File: config.mk
export PLATFORM = sky130hd
export DESIGN_NAME = serial_add_ctrl
export DESIGN_NICKNAME = d
export VERILOG_FILES = /design/src/rtl/serial_add_pkg.sv /design/src/rtl/ha_cell.sv /design/src/rtl/serial_add_ctrl.sv
export SDC_FILE = /design/constraint.sdc
export NUM_CORES = 1
export LEC_CHECK = 0
export BUFFER_PORTS_ARGS = -buffer_cell sky130_fd_sc_hd__buf_2
export CORE_MARGIN = 1.5
export CORE_UTILIZATION = 55
export CTS_BUF_LIST = sky130_fd_sc_hd__clkbuf_16
export DETAILED_ROUTE_END_ITERATION = 6
export GPL_TIMING_DRIVEN = 0
export HOLD_SLACK_MARGIN = 0.02
export PLACE_DENSITY_LB_ADDON = 0.25
export SLEW_MARGIN = 25
export SYNTH_ARGS = -nofsm -noshare
export SYNTH_HDL_FRONTEND = slang
export SYNTH_SLANG_ARGS = --single-unit
export TNS_END_PERCENT = 50
File: constraint.sdc
create_clock -name clk -period 2.4 [get_ports clk]
set_input_delay 0.24 -clock clk [delete_from_list [all_inputs] [get_ports clk]]
set_output_delay 0.24 -clock clk [all_outputs]
set_load 0.02 [all_outputs]
File: src/rtl/serial_add_pkg.sv
// Shared definitions for the bit-serial adder controller.
package serial_add_pkg;

    localparam int DEFAULT_WIDTH = 8;

    typedef enum logic [1:0] {
        ST_IDLE = 2'd0,
        ST_RUN  = 2'd1,
        ST_DONE = 2'd2
    } state_t;

endpackage

File: src/rtl/ha_cell.sv
// Half-adder cell; two of these plus an OR form the shared full adder.
module ha_cell (
    input  logic a,
    input  logic b,
    output logic s,
    output logic c
);

    assign s = a ^ b;
    assign c = a & b;

endmodule

File: src/rtl/serial_add_ctrl.sv
// Bit-serial adder controller: adds two WIDTH-bit operands LSB first, one bit per clock,
// through a single shared full adder, with a start/busy/done handshake.
module serial_add_ctrl
    import serial_add_pkg::*;
#(
    parameter int WIDTH = DEFAULT_WIDTH
) (
    input  logic             clk,
    input  logic             rst_n,
    input  logic             start,
    input  logic [WIDTH-1:0] op_a,
    input  logic [WIDTH-1:0] op_b,
    input  logic             cin,
    output logic             busy,
    output logic             done,
    output logic [WIDTH-1:0] sum,
    output logic             cout
);

    localparam int CNT_W = $clog2(WIDTH);
    localparam logic [CNT_W-1:0] LAST_BIT = CNT_W'(WIDTH - 1);

    state_t           state_q, state_d;
    logic [WIDTH-1:0] a_q, a_d;
    logic [WIDTH-1:0] b_q, b_d;
    logic [WIDTH-1:0] acc_q, acc_d;
    logic             carry_q, carry_d;
    logic [CNT_W-1:0] cnt_q, cnt_d;
    logic [WIDTH-1:0] sum_q, sum_d;
    logic             cout_q, cout_d;

    logic halfSum, halfCarry, fullCarry2, sBit, cBit;
    logic unusedAccLsb;

    ha_cell u_haOperands (
        .a(a_q[0]),
        .b(b_q[0]),
        .s(halfSum),
        .c(halfCarry)
    );

    ha_cell u_haCarry (
        .a(halfSum),
        .b(carry_q),
        .s(sBit),
        .c(fullCarry2)
    );

    assign cBit = halfCarry | fullCarry2;

    // The accumulator LSB is only ever the initial zero fill being shifted out.
    assign unusedAccLsb = acc_q[0];

    always_comb begin
        state_d = state_q;
        a_d     = a_q;
        b_d     = b_q;
        acc_d   = acc_q;
        carry_d = carry_q;
        cnt_d   = cnt_q;
        sum_d   = sum_q;
        cout_d  = cout_q;
        case (state_q)
            ST_IDLE: begin
                if (start) begin
                    a_d     = op_a;
                    b_d     = op_b;
                    carry_d = cin;
                    cnt_d   = '0;
                    acc_d   = '0;
                    state_d = ST_RUN;
                end
            end
            ST_RUN: begin
                acc_d   = {sBit, acc_q[WIDTH-1:1]};
                a_d     = {1'b0, a_q[WIDTH-1:1]};
                b_d     = {1'b0, b_q[WIDTH-1:1]};
                carry_d = cBit;
                if (cnt_q == LAST_BIT) begin
                    // Result is published only here, so an aborted add never leaks out.
                    sum_d   = {sBit, acc_q[WIDTH-1:1]};
                    cout_d  = cBit;
                    state_d = ST_DONE;
                end else begin
                    cnt_d = cnt_q + CNT_W'(1);
                end
            end
            ST_DONE: begin
                state_d = ST_IDLE;
            end
            default: begin
                state_d = ST_IDLE;
            end
        endcase
    end

    always_ff @(posedge clk) begin
        if (!rst_n) begin
            state_q <= ST_IDLE;
            a_q     <= '0;
            b_q     <= '0;
            acc_q   <= '0;
            carry_q <= 1'b0;
            cnt_q   <= '0;
            sum_q   <= '0;
            cout_q  <= 1'b0;
        end else begin
            state_q <= state_d;
            a_q     <= a_d;
            b_q     <= b_d;
            acc_q   <= acc_d;
            carry_q <= carry_d;
            cnt_q   <= cnt_d;
            sum_q   <= sum_d;
            cout_q  <= cout_d;
        end
    end

    assign busy = (state_q == ST_RUN);
    assign done = (state_q == ST_DONE);
    assign sum  = sum_q;
    assign cout = cout_q;

endmodule

==> results.toml, run 1 <==
[status]
outcome = "complete, no violations"

[clock_tree]
postCtsResizedCells = 0
cts_hold_repair.buffers = 0
htreeDepth = 2
insertion_delay_ns = 0.28
cts_root_buf = "sky130_fd_sc_hd__clkbuf_16"
tritoncts = "yes"
clkSinkCount = 38
clkTransAtPathRegs_ns = 0.06
cts-buffers-inserted = 5
cts_post_setup_buffers_inserted = 0
clock_tree.buffer_depth = 2

[min_path]
worst_hold_startpoint = "op_b[7]"
timing.hold.worst.class = "in -> reg"
end_of_the_worst_hold_path = "b_q[7]"
holdPathStages = 3

[setup_path]
start_kind = "flop"
reg2regPathDepth = 6
setup.worst_path.end_class = "output pin"
path_class = "reg -> out"
cp.required_ns = 2.16
critPathMaxFanout = 10
rr_startpoint = "cnt_q[0]"
timing.rr.end = "cnt_q[2]"
setup.reg_to_reg.worst_slack_ns = 0.80
timing.critical_path.arrival_ns = 1.38

[logic_synthesis]
post_synth_instance_area_um2 = 1720
ys_top_cells_by_count = "sky130_fd_sc_hd__dfxtp_1, sky130_fd_sc_hd__nand2_1, sky130_fd_sc_hd__mux2i_1, sky130_fd_sc_hd__o211a_1, sky130_fd_sc_hd__nor2b_1"
synth_area_leaders = "sky130_fd_sc_hd__dfxtp_1, sky130_fd_sc_hd__mux2i_1, sky130_fd_sc_hd__o211a_1"
portion_of_the_post_synthesis_area_used_by_sequential_elements = 0.443
synth_most_common_cell = "sky130_fd_sc_hd__dfxtp_1"
synth_area_per_cell_um2 = 10.5
synth.largest_area_cell = "sky130_fd_sc_hd__dfxtp_1"
yosys_register_bits = 38
yosysUniqueCellTypes = 27
postSynthCellCount = 164
synth-warning-count = 0
synth_top_flop_cell = "sky130_fd_sc_hd__dfxtp_1"
synth_top_area_frac = 0.443
synth_enable_flop_cells = 0
syn_nets = 187
async_reset_ff_frac = 0

[finish]
num_antenna_cells = 0
utilization = 0.699
register_area_um2 = 761
combined_area_of_the_multi_input_logic_cells_um2 = 828
area_growth_syn_to_layout_pct = 22.1
drive_above_1_share = 0.272
finish.instance_area_um2 = 2100
fillers = 247
num-nets-final = 224
final_cell_count_no_fill = 235

[sta]
report.final.slew_viol_count = 0
minimum_clock_period_after_layout_ns = 1.62
final_worst_path_cycle_share = 0.676
timing_worst_slew_pin_value_ns = 0.383
max_freq_ghz = 0.616
hold_violations = 0
timing.clock.skew_ns = 0.00375
max_transition_margin = 0.745
final-setup-viol-count = 0
setup_tns_ns = 0
grt_setup_unrepaired = "no"

[floorplanning]
io-pin-count = 31
die_y_um = 58.9
floorplan.die.width_um = 58.9
rows = 20
starting_density_of_the_core = 0.573
core-area_um2 = 3000
floorplan.die_area_um2 = 3470

[power]
finalPower_uw = 1700
power.leakage_uw = 0.00102
maximum_ir_drop_on_the_vdd_rail_mv = 0.483
power_density_nw_per_um2 = 812

[global_route]
gr-total-overflow = 0
grt_pass1_vias = 1212
grt_first_pass_wirelength_mm = 5.53
use_met3 = 0.0725
gr-usage-met1 = 0.248
globalRouteMet2Util = 0.362
initial_antenna_violation_count = 0
grt.total_usage = 0.213
grt_max_degree = 13
grt.busiest_layer = "met2"

[route]
detailedRoute.firstPassIterationCount = 4
num_vias = 1318
detail_route.vias_per_cell = 5.61
route.final.wire_length_mm = 3.20
avgRoutedWirePerCell_um = 13.6
post-route-drc-count = 0
drtIter0Drc = 40
antenna_left = 0

[job]
max_cap_viols = 0

[placed_design]
detailedPlacementHpwl_mm = 2.28
port_buffers = 30
routabilityCongestion = 0.731
placed_instances = 227
dpl-instance-area_um2 = 1910
==> through the flow <==
| stage | hold WS (ns) | setup slack, ns |
|---|---|---|
| 6_report | 0.237 | 0.777 |
| 5_1_grt | 0.278 | 0.683 |
| 4_1_cts | 0.239 | 0.772 |
| 3_5_place_dp | 0.442 | 0.796 |
| 3_3_place_gp | 0.440 | 0.853 |
| 2_1_floorplan | 0.411 | 0.970 |
==> metal layers <==
layer | vias to the layer above | part of all wire
met4 | 0 | 0.017
met2 | 25 | 0.51
met5 | - | 0
met1 | 631 | 0.43
li1 | 656 | -
met3 | 6 | 0.046
==> power by group <==
part | leakage (uW) | switching (uW) | internal, uW
Sequential | 0.000311 | 17.4 | 663
Combinational | 0.000614 | 87.4 | 99.3
Clock | 0.0000915 | 246 | 591
==> critical path, stage by stage (launching register included) <==
cell	delay, ns
sky130_fd_sc_hd__dfxtp_1	0.32
sky130_fd_sc_hd__buf_6	0.13
sky130_fd_sc_hd__buf_12	0.14
sky130_fd_sc_hd__buf_12	0.14
sky130_fd_sc_hd__and2b_2	0.21
sky130_fd_sc_hd__buf_2	0.15
==> worst max-delay path by stage <==
stage	from	endpoint	slack, ns	depth (start not counted)
after detailed placement	cnt_q[0]	cnt_q[2]	0.80	6
final	state_q[0]	done	0.78	5
after floorplan	cnt_q[0]	cnt_q[0]	0.97	6
after global placement	cnt_q[0]	cnt_q[2]	0.85	6
after CTS	state_q[0]	done	0.77	5
after global routing	cnt_q[0]	cnt_q[2]	0.68	6
==> registers in the layout (all words and copies together) (netlist names) <==
register,cells
sum,8
cnt_q,3
cout,1
state_q,2
b_q,8
acc_q,7
carry_q,1
a_q,8
==> logic make-up after synthesis <==
group           Yosys count  synth area share
fa+ha+maj                 3            0.0262
mux                      16            0.0932
compound gates           38             0.191
flops                    38             0.443
buf+inv                  13            0.0757
simple gates             56             0.171
==> cell usage in the layout, fill, tap and decap left out, types with 2 or more instances in the layout <==
| cell | count |
|---|---|
| sky130_fd_sc_hd__buf_12 | 2 |
| sky130_fd_sc_hd__o21ai_0 | 3 |
| sky130_fd_sc_hd__o211a_1 | 15 |
| sky130_fd_sc_hd__clkbuf_1 | 2 |
| sky130_fd_sc_hd__a21boi_1 | 8 |
| sky130_fd_sc_hd__nor2b_1 | 10 |
| sky130_fd_sc_hd__mux2i_1 | 16 |
| sky130_fd_sc_hd__dfxtp_1 | 38 |
| sky130_fd_sc_hd__ha_1 | 2 |
| sky130_fd_sc_hd__buf_2 | 33 |
| sky130_fd_sc_hd__nand3_1 | 8 |
| sky130_fd_sc_hd__a22oi_1 | 9 |
| sky130_fd_sc_hd__bufinv_16 | 2 |
| sky130_fd_sc_hd__nand2_1 | 28 |
| sky130_fd_sc_hd__buf_6 | 6 |
| sky130_fd_sc_hd__clkbuf_16 | 5 |
| sky130_fd_sc_hd__nand2b_1 | 2 |
==> area by class of cell <==
class,instances,share of cell area
Buffer,13,0.0620
Clock buffer,5,0.0596
Clock inverter,3,0.0304
Multi-Input combinational cell,113,0.395
Sequential cell,38,0.362
Tap cell,33,0.0197
Timing Repair Buffer,30,0.0715
Note: power is estimated with default switching activity, not from simulation.
==> inputs of run 2 (changes only) <==
Settings changed: ABC_AREA set to 1, CORE_UTILIZATION 55 to 53.
Clock period 2.4 ns to 1.55 ns, I/O delays scaled along.
==> results.toml, run 2 <==
[status]
failed_checks = "design-rule violations"
outcome = "finished, violations left"

[sta]
fin_ws_ns = 0.132
final_worst_path_cycle_share = 0.915
minimum_clock_period_after_layout_ns = 1.42
timing_worst_slew_pin_value_ns = 0.462
grt_setup_unrepaired = "no"
max_freq_ghz = 0.705
final-setup-viol-count = 0
report.final.slew_viol_count = 0
timing.clock.skew_ns = 0.00268
max_transition_margin = 0.692
hold_violations = 0
setup_tns_ns = 0

[finish]
num_antenna_cells = 0
most-common-layout-cells = "sky130_fd_sc_hd__nand2_1, sky130_fd_sc_hd__nor2_1, sky130_fd_sc_hd__dfxtp_1"
layout_commonest_cell = "sky130_fd_sc_hd__nand2_1"
utilization = 0.684
num-nets-final = 284
area_growth_syn_to_layout_pct = 20.2
drive_above_1_share = 0.195

[route]
detailedRoute.firstPassIterationCount = 6
detail_route.vias_per_cell = 5.12
drtIter0Drc = 87
num_vias = 1501
dr_wl_met2_mm = 1.56
post-route-drc-count = 4
m1_wl_mm = 1.55
antenna_left = 0
avgRoutedWirePerCell_um = 11.5
top_layer_used = "met4"
route.final.wire_length_mm = 3.37
met3_wirelength_um = 191

[logic_synthesis]
synth_most_common_cell = "sky130_fd_sc_hd__nand2_1"
yosysUniqueCellTypes = 19
synth_area_per_cell_um2 = 7.10
synth_top_flop_cell = "sky130_fd_sc_hd__dfxtp_1"
postSynthCellCount = 225
ys_top_cells_by_count = "sky130_fd_sc_hd__nand2_1, sky130_fd_sc_hd__nor2_1, sky130_fd_sc_hd__dfxtp_1, sky130_fd_sc_hd__o21ai_0"
synth.largest_area_cell = "sky130_fd_sc_hd__dfxtp_1"
post_synth_instance_area_um2 = 1600
synth_top_area_frac = 0.476
synth_enable_flop_cells = 0
async_reset_ff_frac = 0
synth_area_leaders = "sky130_fd_sc_hd__dfxtp_1, sky130_fd_sc_hd__nand2_1, sky130_fd_sc_hd__nor2_1"
syn_nets = 248
synth-warning-count = 0
yosys_register_bits = 38
portion_of_the_post_synthesis_area_used_by_sequential_elements = 0.476

[floorplanning]
rows = 19
io-pin-count = 31
core-area_um2 = 2810
starting_density_of_the_core = 0.569
floorplan.die.width_um = 57.9
die_y_um = 57.9
floorplan.die_area_um2 = 3350

[clock_tree]
clkTransAtPathRegs_ns = 0.05
clock_tree.buffer_depth = 2
cts_post_setup_buffers_inserted = 0
clkSinkCount = 38
tritoncts = "yes"
cts_root_buf = "sky130_fd_sc_hd__clkbuf_16"
cts-buffers-inserted = 5
insertion_delay_ns = 0.28
cts_hold_repair.buffers = 0
postCtsResizedCells = 0
htreeDepth = 2

[setup_path]
setup.worst_path.end_class = "output pin"
cp.required_ns = 1.39
critPathMaxFanout = 10
path_class = "reg -> out"
timing.critical_path.arrival_ns = 1.26
critical_path_cell_with_the_highest_stage_delay = "sky130_fd_sc_hd__dfxtp_2"
worstPathCellList = "inv_2, nor2_4, buf_6, buf_2"
critPathMaxStageDelay_ns = 0.41
start_kind = "flop"

[power]
power.leakage_uw = 0.000944
maximum_ir_drop_on_the_vdd_rail_mv = 0.889
internal-power_uw = 1690
switching_power_as_a_share_of_total_power = 0.239
net-switching-power_uw = 531
share_comb_of_total_power = 0.101
power.share.clock = 0.426
seqPwrFrac = 0.472
finalPower_uw = 2220
power_density_nw_per_um2 = 1160

[job]
max_cap_viols = 0

[placed_design]
routabilityCongestion = 0.744
port_buffers = 29
detailedPlacementHpwl_mm = 2.23
detailedPlace.worstSlack_ns = 0.230

[global_route]
grt_max_degree = 12
grt_first_pass_wirelength_mm = 5.55
grt.total_usage = 0.220
grt_pass1_vias = 1237
initial_antenna_violation_count = 0
gr-total-overflow = 0

[min_path]
timing.hold.worst.class = "in -> reg"
## run 2: routing by layer
metal,global-route usage,up-vias
met4,0.103,0
met3,0.0871,8
li1,-,779
met2,0.339,40
met5,0,-
met1,0.269,674
## run 2: power by group through the flow
stage / Sequential (uW) / Combinational (uW) / Clock (uW)
4_1_cts: 1050 / 224 / 966
3_3_place_gp: 1070 / 218 / 0
6_report: 1050 / 225 / 948
2_1_floorplan: 1060 / 161 / 0
5_1_grt: 1060 / 254 / 1020
3_5_place_dp: 1070 / 221 / 0
## run 2: final timing paths
path,from,end,slack (ns),cells past startpoint
max,state_q[0],busy,0.13,4
min,op_b[7],b_q[7],0.17,3
max reg2reg,state_q[1],b_q[6],0.20,6
min reg2reg,acc_q[4],sum[3],0.46,2
## run 2: stage by stage
step	area, um2	hold WS [ns]	std cells
6_report	1920	0.167	293
5_1_grt	1920	0.158	293
4_1_cts	1920	0.153	293
3_5_place_dp	1780	0.444	285
3_3_place_gp	1780	0.434	285
2_1_floorplan	1600	0.296	225
## run 2: cells by family after synthesis
kind of cell | after synthesis | share of synthesized area
fa+ha+maj | 3 | 0.0282
flops | 38 | 0.476
compound gates | 31 | 0.0995
buf+inv | 18 | 0.0572
simple gates | 135 | 0.339
## run 2: cell type report
class | instances | area, um2
fillers | 258 | 886
flip-flops and latches | 38 | 762
multi-input cells | 169 | 744
repair buffers | 29 | 145
clock buffers | 5 | 125
plain buffers | 10 | 61.3
well taps | 31 | 38.8
inverters | 8 | 30.0
clock inverters | 3 | 12.5
## run 2: critical path: cells and delay by family, from the launching register on
| kind | cells | cell delay (ns) |
|---|---|---|
| DFF | 1 | 0.41 |
| and+or+nand+nor | 1 | 0.17 |
| buffers and inverters | 3 | 0.40 |
